[config.mk]
export PLATFORM = sky130hd
export DESIGN_NAME = eight_bit_serial_transmitter
export DESIGN_NICKNAME = d
export VERILOG_FILES = /design/src/rtl/eight_bit_serial_transmitter.sv
export SDC_FILE = /design/constraint.sdc
export NUM_CORES = 1
export LEC_CHECK = 0
export CAP_MARGIN = 20
export CORE_MARGIN = 2
export CORE_UTILIZATION = 48
export DETAILED_ROUTE_END_ITERATION = 10
export PLACE_DENSITY = 0.74
export SYNTH_ARGS = -nofsm -noshare
export SYNTH_HDL_FRONTEND = slang
export SYNTH_SLANG_ARGS = --single-unit
[constraint.sdc]
create_clock -name clk -period 1.63 [get_ports clk]
set_clock_uncertainty 0.1 [all_clocks]
set_input_delay 0.4075 -clock clk [delete_from_list [all_inputs] [get_ports clk]]
set_output_delay 0.4075 -clock clk [all_outputs]
set_load 0.1 [all_outputs]
[src/rtl/eight_bit_serial_transmitter.sv]
// Parallel-to-serial transmitter: accepts one byte over valid/ready and sends
// it as start bit (0), eight data bits LSB-first, then stop bit (1).
module eight_bit_serial_transmitter #(
  parameter int CLKS_PER_BIT = 4
) (
  input  logic       clk,
  input  logic       rst,
  input  logic [7:0] in,
  input  logic       in_valid,
  output logic       in_ready,
  output logic       tx,
  output logic       busy,
  output logic       done
);

  typedef enum logic [1:0] {
    IDLE  = 2'd0,
    START = 2'd1,
    DATA  = 2'd2,
    STOP  = 2'd3
  } state_t;

  localparam logic [7:0] LAST_CYC = 8'(CLKS_PER_BIT - 1);

  state_t     state_q, state_d;
  logic [7:0] shift_q, shift_d;
  logic [2:0] bit_cnt_q, bit_cnt_d;
  logic [7:0] cyc_cnt_q, cyc_cnt_d;
  logic       done_q, done_d;
  logic       bit_end;

  // NOTE: sequential state uses non-blocking (<=) so every register samples
  // the pre-edge values; blocking here would create order-dependent races.
  always_ff @(posedge clk) begin
    if (rst) begin
      state_q   <= IDLE;
      shift_q   <= 8'h00;
      bit_cnt_q <= 3'd0;
      cyc_cnt_q <= 8'h00;
      done_q    <= 1'b0;
    end else begin
      state_q   <= state_d;
      shift_q   <= shift_d;
      bit_cnt_q <= bit_cnt_d;
      cyc_cnt_q <= cyc_cnt_d;
      done_q    <= done_d;
    end
  end

  assign bit_end = (cyc_cnt_q == LAST_CYC);

  // NOTE: every signal driven here gets a default first, so no path through
  // the case statement can leave it unassigned and infer a latch.
  always_comb begin
    state_d   = state_q;
    shift_d   = shift_q;
    bit_cnt_d = bit_cnt_q;
    cyc_cnt_d = cyc_cnt_q;
    done_d    = 1'b0;

    unique case (state_q)
      IDLE: begin
        if (in_valid) begin
          shift_d   = in;
          cyc_cnt_d = 8'h00;
          state_d   = START;
        end
      end

      START: begin
        if (bit_end) begin
          cyc_cnt_d = 8'h00;
          bit_cnt_d = 3'd0;
          state_d   = DATA;
        end else begin
          cyc_cnt_d = cyc_cnt_q + 8'd1;
        end
      end

      DATA: begin
        if (bit_end) begin
          cyc_cnt_d = 8'h00;
          shift_d   = {1'b0, shift_q[7:1]};
          if (bit_cnt_q == 3'd7) begin
            bit_cnt_d = 3'd0;
            state_d   = STOP;
          end else begin
            bit_cnt_d = bit_cnt_q + 3'd1;
          end
        end else begin
          cyc_cnt_d = cyc_cnt_q + 8'd1;
        end
      end

      STOP: begin
        if (bit_end) begin
          cyc_cnt_d = 8'h00;
          done_d    = 1'b1;
          state_d   = IDLE;
        end else begin
          cyc_cnt_d = cyc_cnt_q + 8'd1;
        end
      end

      default: state_d = IDLE;
    endcase
  end

  // Outputs decode registered state only; in/in_valid never reach them directly.
  always_comb begin
    tx = 1'b1;
    unique case (state_q)
      START:   tx = 1'b0;
      DATA:    tx = shift_q[0];
      default: tx = 1'b1;
    endcase
  end

  assign busy     = (state_q != IDLE);
  assign in_ready = (state_q == IDLE);
  assign done     = done_q;

endmodule

==> flow_summary.toml, run 1 <==
[cells_and_area]
layout-drive-gt1-share = 0.505
finalCoreUtilization = 0.913
mostFrequentLayoutCell = "sky130_fd_sc_hd__buf_4"
final_cell_mix = "sky130_fd_sc_hd__buf_4, sky130_fd_sc_hd__dfxtp_1, sky130_fd_sc_hd__buf_6"
num_antenna_cells = 0
finalNonFillerCells = 222
final.fill_count = 89
final_net_count = 214
area.growth.synth_to_final_pct = 77.2

[clock_network]
cts_num_sinks = 22
cts-htree-levels = 1
ctsRootBufferMaster = "sky130_fd_sc_hd__clkbuf_4"
hold_buffers = 0
tritoncts_clock_tree = "built"
clkTransAtPathRegs_ns = 0.14
number_of_buffers_added_by_the_clock_tree_synthesis_step = 3
ctsLongestPathBuffers = 2
insertion_delay_ns = 0.32

[run]
maxCapViolations = 0

[routing]
first_pass_iters = 4
via_count = 1466
routed_wl_um = 5060
first_iter_violations = 45
ant_nets = 0
routed_via_density = 6.60
routedWlPerCell_um = 22.8
post-route-drc-count = 0

[run_status]
failed_checks = "negative setup slack"
outcome = "complete, but fails checks"

[synth]
synthArstFlopShare = 0
synth.yosys.seq_area_share = 0.379
yosys_warnings = 0
synthDominantAreaCellType = "sky130_fd_sc_hd__dfxtp_1"
synth_enable_flop_cells = 0
post_synth_inst_count = 138
synth.ff_latch_count = 22
mappedNetlistNets = 157
synth_top_cell_area_share = 0.379
dominant_cells_by_area_after_synthesis = "sky130_fd_sc_hd__dfxtp_1, sky130_fd_sc_hd__ha_1, sky130_fd_sc_hd__a21oi_1"
syn_area_per_cell_um2 = 8.42
ys_dominant_reg_cell = "sky130_fd_sc_hd__dfxtp_1"
post_synth_instance_area_um2 = 1160
synth.distinct_cells = 29

[sta]
hold_slack_ns = 0.408
setup_viol = 23
max_freq_mhz = 497
slew-limit-headroom = 0.643
layout_min_cycle_time_ns = 2.01
slew_violations = 0
measured_slew_at_the_worst_slew_check_pin_ns = 0.532
fin_crit_share = 1.23
grt_setup_unrepaired = "true"
worst_slack_ns = -0.381
final_hold_viol_count = 0
fin_tns_setup_ns = -4.01

[place]
gp_congestion = 0.853
pre_cts_setup_slack_ns = -0.329
buffer_ports.inserted = 14
post-dp-hpwl_um = 2210
cell_count_post_placement = 200

[critical_path]
setup.reg_to_reg.worst_slack_ns = -0.38
cp-start-kind = "flop"
rr_endpoint = "shift_q[6]"
critPathRequiredTime_ns = 1.73
worst-path-max-fanout = 8
critical_path.endpoint_type = "flop"
r2r-start = "state_q[0]"
rr_worst_depth = 9
cp.arrival_ns = 2.11
category_of_the_most_critical_setup_path = "reg2reg"

[global_route]
grt-ovfl-total = 0
grt_max_degree = 14
grtUsageTotal = 0.296
antenna_violations_before_repair = 0
first_pass_grt_wire_length_um = 6070
vias_in_the_first_global_route = 1324

[die]
fp.dieW_um = 53.2
io-pin-count = 15
floorplan.rows = 17
die_height_um = 53.2
dieArea_um2 = 2830
coreArea_um2 = 2250
initial_utilization = 0.516

[power_and_ir_drop]
leakage_nw = 0.791
peak_ir_drop_on_the_vdd_network_mv = 1.65
power.density_nw_per_um2 = 1740

[worst_hold_path]
min-delay-start = "shift_q[7]"
hold_path_depth = 2
worst_hold_path_type = "reg2reg"
hold-path-endpoint = "shift_q[7]"
worst max-delay path, cell delays in order (launching register included):
cell	delay, ns
sky130_fd_sc_hd__dfxtp_4	0.39
sky130_fd_sc_hd__inv_4	0.07
sky130_fd_sc_hd__buf_4	0.11
sky130_fd_sc_hd__ha_4	0.18
sky130_fd_sc_hd__buf_6	0.12
sky130_fd_sc_hd__mux2i_4	0.30
sky130_fd_sc_hd__buf_6	0.20
sky130_fd_sc_hd__nor3b_4	0.06
sky130_fd_sc_hd__a31oi_1	0.25
sky130_fd_sc_hd__a21oi_1	0.13
Yosys cell counts, drive strengths merged, types with 2 or more instances:
| library cell | n |
|---|---|
| nor3 | 3 |
| nand2 | 9 |
| nor3b | 7 |
| nand3 | 7 |
| a21oi | 17 |
| dfxtp | 22 |
| mux2i | 3 |
| ha | 8 |
| or4 | 5 |
| and3 | 3 |
| buf | 2 |
| inv | 5 |
| clkbuf | 4 |
| o21ai | 13 |
| nor2 | 9 |
| a31oi | 10 |
| nand2b | 2 |
cell families (layout without fill, tap and decap cells):
group                      count (synthesis)  in the layout  share of synthesized area
AOI/OAI and AO/OA                         44             44                      0.213
adders and majority gates                  8              8                     0.0861
muxes                                      3              3                     0.0258
DFF                                       22             22                      0.379
and+or+nand+nor                           50             50                      0.257
buffers and inverters                     11             67                     0.0387
metal layers:
metal / wire length [um] / vias to the layer above / GRT usage
met5: 0 / - / 0
met4: 300 / 0 / 0.107
met3: 441 / 39 / 0.0282
met2: 2400 / 116 / 0.519
met1: 1910 / 691 / 0.372
li1: - / 620 / -
where the power goes:
group	switching, mW	internal, mW
Combinational	1.35	1.11
Clock	0.187	0.248
Sequential	0.0738	0.629
Total	1.61	1.98
cell type report:
type	count	area [um^2]	share of cell area
well taps	28	35.0	0.0170
clock inverters	1	30.0	0.0146
inverters	5	27.5	0.0134
multi-input cells	105	927	0.450
flip-flops and latches	22	454	0.221
repair buffers	58	563	0.273
clock buffers	3	22.5	0.0109
metrics by stage:
stage | instance area (um^2) | power, mW
6_report | 2060 | 3.59
3_3_place_gp | 1590 | 2.25
4_1_cts | 1900 | 3.17
2_1_floorplan | 1200 | 1.68
3_5_place_dp | 1590 | 2.29
5_1_grt | 2060 | 3.69
flip-flops by register name (all words and copies together), names as in the netlist:
name       cells
done           1
bit_cnt_q      3
cyc_cnt_q      8
shift_q        8
state_q        2
what timing repair did:
action | CTS | global route
setup endpoints to repair | 21 | 22
gates resized for setup | 37 | 36
pin swaps | 8 | 17
buffers inserted | 14 | 8
cloned | 1 | 0
worst max path at each step:
stage	startpoint	endpoint	slack [ns]	cells after the start
global route	state_q[0]	shift_q[6]	-0.43	9
detailed placement	in_valid	shift_q[6]	-0.33	5
floorplan	state_q[1]	state_q[0]	-0.49	6
CTS	state_q[1]	tx	-0.23	4
global placement	in_valid	shift_q[4]	-0.28	5
finish	state_q[0]	shift_q[6]	-0.38	9
Power figures use the tool's default switching activity.
==> run 2, diff against run 1 <==
--- a/config.mk
+++ b/config.mk
@@ -9,6 +9,7 @@
 export CORE_MARGIN = 2
 export CORE_UTILIZATION = 48
 export DETAILED_ROUTE_END_ITERATION = 10
+export HOLD_SLACK_MARGIN = 0.12
 export PLACE_DENSITY = 0.74
 export SYNTH_ARGS = -nofsm -noshare
 export SYNTH_HDL_FRONTEND = slang
==> results of run 2 <==
Final layout, timing and power as in run 1 (identical DEF).
==> run 3, diff against run 2 <==
--- a/config.mk
+++ b/config.mk
@@ -7,10 +7,12 @@
 export LEC_CHECK = 0
 export CAP_MARGIN = 20
 export CORE_MARGIN = 2
-export CORE_UTILIZATION = 48
+export CORE_UTILIZATION = 55
 export DETAILED_ROUTE_END_ITERATION = 10
+export DONT_BUFFER_PORTS = 1
+export GPL_TIMING_DRIVEN = 0
 export HOLD_SLACK_MARGIN = 0.12
-export PLACE_DENSITY = 0.74
+export PLACE_DENSITY = 0.73
 export SYNTH_ARGS = -nofsm -noshare
 export SYNTH_HDL_FRONTEND = slang
 export SYNTH_SLANG_ARGS = --single-unit
==> flow_summary.toml, run 3 (same netlist as run 1, synthesis figures left out) <==
[die]
fp.dieW_um = 50.0
coreArea_um2 = 1980
floorplan.rows = 16
io-pin-count = 15
initial_utilization = 0.586
dieArea_um2 = 2500
die_height_um = 50.0

[sta]
setup_viol = 21
slew_violations = 0
final_hold_viol_count = 0
max_freq_mhz = 440
fin_crit_share = 1.39
measured_slew_at_the_worst_slew_check_pin_ns = 0.705
worst_slack_ns = -0.640
layout_min_cycle_time_ns = 2.27
hold_slack_ns = 0.179
slew-limit-headroom = 0.529
grt_setup_unrepaired = "true"

[clock_network]
insertion_delay_ns = 0.30
tritoncts_clock_tree = "built"
cts-htree-levels = 1
clkTransAtPathRegs_ns = 0.12
number_of_buffers_added_by_the_clock_tree_synthesis_step = 3
ctsRootBufferMaster = "sky130_fd_sc_hd__clkbuf_4"
cts_num_sinks = 22
ctsLongestPathBuffers = 2

[critical_path]
rr_endpoint = "cyc_cnt_q[7]"
worst-path-max-fanout = 7
critical_path.endpoint_type = "flop"
critPathRequiredTime_ns = 1.77
cp-start-kind = "flop"
category_of_the_most_critical_setup_path = "reg2reg"
r2r-start = "state_q[1]"
rr_worst_depth = 7
setup.reg_to_reg.worst_slack_ns = -0.64
cp.arrival_ns = 2.41

[routing]
post-route-drc-count = 0
route.met2.wl_um = 1340
ant_nets = 0
top_layer = "met4"
routed_via_density = 6.01
wl_met3_um = 137
first_iter_violations = 19
via_count = 1088
routed_wl_um = 2770
first_pass_iters = 4
routedWlPerCell_um = 15.3
wl_met1_um = 1250

[cells_and_area]
area.growth.synth_to_final_pct = 22.5
largestRegisters = "cyc_cnt_q: 8 flops, shift_q: 8 flops, bit_cnt_q: 3 flops"
mostFrequentLayoutCell = "sky130_fd_sc_hd__dfxtp_1"
final_cell_mix = "sky130_fd_sc_hd__dfxtp_1, sky130_fd_sc_hd__a21oi_1, sky130_fd_sc_hd__o21ai_0"
final_net_count = 174
layout-drive-gt1-share = 0.260
num_antenna_cells = 0

[power_and_ir_drop]
peak_ir_drop_on_the_vdd_network_mv = 1.19
report.power.total_mw = 2.31
leakage_nw = 0.525
power.density_nw_per_um2 = 1620

[place]
post-dp-hpwl_um = 1780
buffer_ports.inserted = 0
gp_congestion = 0.753

[worst_hold_path]
min-delay-start = "in[7]"
hold-path-endpoint = "shift_q[7]"
hold_path_depth = 2
worst_hold_path_type = "in2reg"

[run]
maxCapViolations = 0

[run_status]
outcome = "complete, but fails checks"
failed_checks = "negative setup slack"

[global_route]
vias_in_the_first_global_route = 1048
first_pass_grt_wire_length_um = 4660
grt_max_degree = 13
grtUsageTotal = 0.240
grt-ovfl-total = 0
antenna_violations_before_repair = 0
run 3: cell count changes in the layout (fill, tap and decap cells not counted), moves of 4 or more:
| cell | before | now |
|---|---|---|
| sky130_fd_sc_hd__clkdlybuf4s50_1 | 10 | 0 |
| sky130_fd_sc_hd__nor3b_2 | 5 | 0 |
| sky130_fd_sc_hd__buf_12 | 4 | 0 |
| sky130_fd_sc_hd__nor3b_1 | 1 | 7 |
| sky130_fd_sc_hd__buf_4 | 31 | 11 |
| sky130_fd_sc_hd__buf_6 | 12 | 0 |
| sky130_fd_sc_hd__o21ai_1 | 4 | 0 |
| sky130_fd_sc_hd__a21oi_1 | 11 | 16 |
| sky130_fd_sc_hd__o21ai_0 | 6 | 13 |
run 3: worst max-delay path by stage:
stage | start | to | slack (ns)
after detailed placement | state_q[1] | state_q[0] | -0.67
after global placement | state_q[1] | state_q[0] | -0.63
after floorplan | state_q[1] | state_q[0] | -0.49
final | state_q[1] | cyc_cnt_q[7] | -0.64
after global routing | state_q[0] | cyc_cnt_q[7] | -0.75
after CTS | state_q[0] | busy | -0.63
run 3: worst max-delay path: stages (launching register included):
cell and delay, ns:
sky130_fd_sc_hd__dfxtp_2 0.35, sky130_fd_sc_hd__inv_2 0.09, sky130_fd_sc_hd__ha_4 0.38, sky130_fd_sc_hd__clkinvlp_4 0.63, sky130_fd_sc_hd__nor2_4 0.31, sky130_fd_sc_hd__buf_4 0.15, sky130_fd_sc_hd__nand2_1 0.04, sky130_fd_sc_hd__a31oi_1 0.16
run 3: stage by stage:
stage | setup WS, ns | std cells | util | TNS, ns | area, um^2
floorplan | -0.494 | 138 | - | -5.49 | 1200
global placement | -0.633 | 165 | 0.625 | -9.16 | 1240
detailed placement | -0.668 | 165 | 0.625 | -9.96 | 1240
CTS | -0.635 | 177 | 0.684 | -9.57 | 1360
global route | -0.750 | 181 | 0.718 | -10.97 | 1420
finish | -0.640 | 181 | 0.718 | -8.73 | 1420
run 3: layout make-up:
class                   count  area [um^2]
plain buffers               6         37.5
clock buffers               4         36.3
fillers                   146          558
inverters                   5         25.0
multi-input cells         105          734
flip-flops and latches     22          449
well taps                  27         33.8
repair buffers             12          108
run 3: timing repair:
item                                    4_1_cts  5_1_grt
resized for setup                             9       10
pin swaps                                     3        3
buffers inserted                              8        3
hold buffers                                  0        0
endpoints found under the setup margin       26       24
gates cloned                                  0        1
run 3: layer usage:
metal  vias up  track usage
met5         -            0
met4         0        0.102
met3         4       0.0485
met2        29        0.404
met1       511        0.296
li1        544            -
run 3: where the power goes:
group | leakage [nW] | internal [mW] | switching (mW)
combinational | 0.322 | 0.420 | 0.906
sequential | 0.181 | 0.626 | 0.0539
clock | 0.0210 | 0.136 | 0.164
==> edit 1 (config.mk and constraints of run 1) <==
Re-encode `state_t` (4 states) as one-hot, 4 bits wide.
--- a/src/rtl/eight_bit_serial_transmitter.sv
+++ b/src/rtl/eight_bit_serial_transmitter.sv
@@ -13,11 +13,11 @@
   output logic       done
 );
 
-  typedef enum logic [1:0] {
-    IDLE  = 2'd0,
-    START = 2'd1,
-    DATA  = 2'd2,
-    STOP  = 2'd3
+  typedef enum logic [3:0] {
+    IDLE  = 4'b0001,
+    START = 4'b0010,
+    DATA  = 4'b0100,
+    STOP  = 4'b1000
   } state_t;
 
   localparam logic [7:0] LAST_CYC = 8'(CLKS_PER_BIT - 1);
Function: no difference found for any inputs over 10 cycles, from zero or initial values and one cycle with rst high; not proved beyond that.
==> edit 1 against run 1 <==
  * The flow still finishes with violations (setup timing)
  * Count of clock-buffer cells in the layout stayed put
  * Sequential cell count is 2 higher
  * Final cell count is 11% higher
  * Routed wire length is 8.0% lower
  * Setup slack better by 110 ps
  * Critical path depth is 6 lower
  * Synthesized area is 16% higher
  * Sequential share of layout area hardly changed
  * Synthesized cell count is 11% higher
  * Design area is 9.1% higher
Power is not compared: it rests on default switching activity, and its combinational part moved more than twofold at a synthesized area within 25%.
==> edit 1: results <==
{
  "syn_inst": 153,
  "placed_area_um2": 1910,
  "run_status": "finished, violations left",
  "min_from": "state_q[2]",
  "synthTopCellsByCount": "dfxtp_1 (24), nand2_1 (23), nand3_1 (8), nor3_1 (8), a311oi_1 (7)",
  "yosysUniqueCellTypes": 51,
  "wl_um": 4650,
  "crit_family": "flip-flops",
  "reg_top3": "cyc_cnt_q x8, shift_q x8, state_q x4",
  "worstRegToRegCells": 5,
  "fin_nets": 230,
  "r2r-start": "state_q[1]",
  "regToRegSetupSlack_ps": -190,
  "critPathSlowestCell": "dfxtp_2",
  "violations": "setup timing",
  "fin_ws_ps": -272,
  "drt-initial-drc-count": 74,
  "setup_viol": 24,
  "grt_max_degree": 16,
  "wl_met2_um": 2460,
  "hpwlAfterDp_um": 2840,
  "avgViaCountPerCell": 6.21,
  "track_usage": 0.288,
  "worst_pin_slew_ps": 314,
  "ys_top_cells_by_area": "dfxtp_1 (36%), nand2_1 (6.4%), a311oi_1 (4.5%)",
  "gp_congestion": 0.915,
  "pre_cts_ws_ps": -229
}
## edit 1: cell type report
cell class | count | area share
multi-input cells | 117 | 0.455
repair buffers | 67 | 0.273
flip-flops and latches | 24 | 0.220
well taps | 31 | 0.0173
clock inverters | 1 | 0.0134
inverters | 3 | 0.0111
clock buffers | 3 | 0.0100
## edit 1: kinds of logic after synthesis
family,after synthesis,share of synthesized area
AO/OA/AOI/OAI,35,0.204
multiplexers,2,0.0158
AND/OR/NAND/NOR,73,0.322
adder cells (fa/ha/maj),3,0.0278
flip-flops,24,0.356
XOR/XNOR,4,0.0260
buffers and inverters,12,0.0482
## edit 1: worst max-delay path by stage
| stage | end | slack [ps] | depth (start not counted) |
|---|---|---|---|
| 2_1_floorplan | cyc_cnt_q[4] | -940 | 6 |
| 3_3_place_gp | cyc_cnt_q[4] | -180 | 5 |
| 3_5_place_dp | cyc_cnt_q[7] | -230 | 5 |
| 4_1_cts | tx | -260 | 4 |
| 5_1_grt | tx | -290 | 4 |
| 6_report | tx | -270 | 3 |
## edit 1: timing repair
item	CTS	global route
endpoints found under the setup margin	24	26
pin swaps	15	11
resized for setup	24	19
setup buffers	11	5
hold buffers	0	0
## edit 1: per-layer routing
metal | vias to the layer above | GRT usage
li1 | 696 | -
met1 | 756 | 0.330
met2 | 60 | 0.509
met3 | 15 | 0.0590
met4 | 0 | 0.136
met5 | - | 0
## edit 1: stage by stage
stage,utilization,setup TNS (ps)
after detailed placement,0.705,-3610
after floorplan,-,-14500
after global placement,0.705,-2570
after CTS,0.782,-1610
final,0.829,-2240
after global routing,0.829,-3770
## edit 1: power by group
group / switching [mW] / internal [mW] / leakage [nW]
Clock: 0.208 / 0.249 / 0.0279
Combinational: 0.343 / 0.312 / 0.674
Sequential: 0.0400 / 0.622 / 0.199
==> edit 2 (settings of run 1) <==
Without the edit above. `shift_q` no longer has a reset.
--- a/src/rtl/eight_bit_serial_transmitter.sv
+++ b/src/rtl/eight_bit_serial_transmitter.sv
@@ -34,17 +34,19 @@
   always_ff @(posedge clk) begin
     if (rst) begin
       state_q   <= IDLE;
-      shift_q   <= 8'h00;
       bit_cnt_q <= 3'd0;
       cyc_cnt_q <= 8'h00;
       done_q    <= 1'b0;
     end else begin
       state_q   <= state_d;
-      shift_q   <= shift_d;
       bit_cnt_q <= bit_cnt_d;
       cyc_cnt_q <= cyc_cnt_d;
       done_q    <= done_d;
     end
+  end
+
+  always_ff @(posedge clk) begin
+    shift_q <= shift_d;
   end
 
   assign bit_end = (cyc_cnt_q == LAST_CYC);
Behaviour: same outputs for any inputs over 10 cycles, from zero or initial values and one cycle with rst high; that may be too few to reach the edited logic, so the function may still have changed.
==> edit 2 against run 1 <==
  * The flow still finishes with violations (setup timing)
  * Die area down 1.6%
  * Fmax rose by 4.7%
  * Total power fell by 13%
  * Synthesized area shrank 1.7%
  * Sequential cell count stayed put
  * Worst hold slack worse by 14 ps
  * Register-to-register slack better by 190 ps
  * Setup slack better by 90 ps
  * Design area is 13% lower
  * Sequential power increased by 19%
  * Via count is 25% lower
  * Routed wire length decreased by 30%
  * Highest routed layer unchanged
==> edit 2: results <==
{
  "placed_area_um2": 1580,
  "crit_path_max_incr_delay_ps": 370,
  "r2r-start": "cyc_cnt_q[0]",
  "buffer_area_frac": 0.244,
  "routed-wl-met3_um": 168,
  "r2r-end": "cyc_cnt_q[5]",
  "nClkBuffers": 4,
  "fin_ws_ps": -292,
  "fillers": 132,
  "grtUsageMet1": 0.320,
  "arrival_ps": 1410,
  "max_slew_margin": 0.770,
  "drt-met1-wl_um": 1400,
  "track_usage": 0.270,
  "synth-edff-count": 8,
  "syn-num-nets": 136,
  "setup_viol": 23,
  "drt-initial-drc-count": 74,
  "cp_max_fo": 4,
  "avgViaCountPerCell": 5.88,
  "grt_util_met2": 0.463,
  "finalSetupTns_ps": -2280,
  "p_leak_nw": 0.694,
  "critPathSlowestCell": "dfxtp_2",
  "regArea_um2": 528,
  "seq_area_frac_synth": 0.456,
  "dp_cells": 175,
  "grt_first_pass_wirelength_um": 5210,
  "ys_top_cells_by_area": "dfxtp_1 (25%), edfxtp_1 (21%), ha_1 (8.8%)",
  "wl_met2_um": 1830,
  "violations": "setup timing",
  "hpwlAfterDp_um": 2070,
  "multi_input_area_um2": 717,
  "whs_ps": 394,
  "multi_input_area_share": 0.402,
  "crit_family": "flip-flops",
  "synth_area_per_cell_um2": 9.76,
  "cts_resized": 15,
  "min_from": "bit_cnt_q[1]",
  "multi_input_cells": 83,
  "clock_cell_area_share": 0.0204,
  "run_status": "finished, violations left",
  "routedWlPerCell_um": 19.1,
  "swShare": 0.432,
  "setup.worst_path.end": "tx",
  "holdPathEnd": "bit_cnt_q[1]",
  "grt_max_degree": 13,
  "route.vias.total": 1100,
  "signal_buffers": 44,
  "worstRegToRegCells": 6,
  "gp_congestion": 0.798
}
==> edit 2: cell count changes in the layout (fill, tap and decap cells not counted), moves of 3 or more <==
cell      before  now
mux2_2         0    7
buf_6         12    8
o21ai_0        6    3
buf_4         31   22
a31oi_1        9    3
edfxtp_1       0    8
nor2_1         6   10
dfxtp_1       17   10
nor3b_2        5    0
nand2_1        8    5
a21oi_4        3    0
==> edit 2: power by group through the flow <==
| stage | Sequential, mW | Clock [mW] | Combinational (mW) |
|---|---|---|---|
| after detailed placement | 0.836 | 0 | 1.62 |
| final | 0.837 | 0.322 | 1.96 |
| after CTS | 0.832 | 0.321 | 1.78 |
| after global routing | 0.845 | 0.349 | 2.06 |
| after global placement | 0.824 | 0 | 1.56 |
| after floorplan | 0.829 | 0 | 1.12 |
==> edit 2: logic make-up after synthesis <==
kind of cell	synth area share
and+or+nand+nor	0.186
adders and majority gates	0.0876
DFF	0.456
AOI/OAI and AO/OA	0.127
muxes	0.0953
buffers and inverters	0.0482
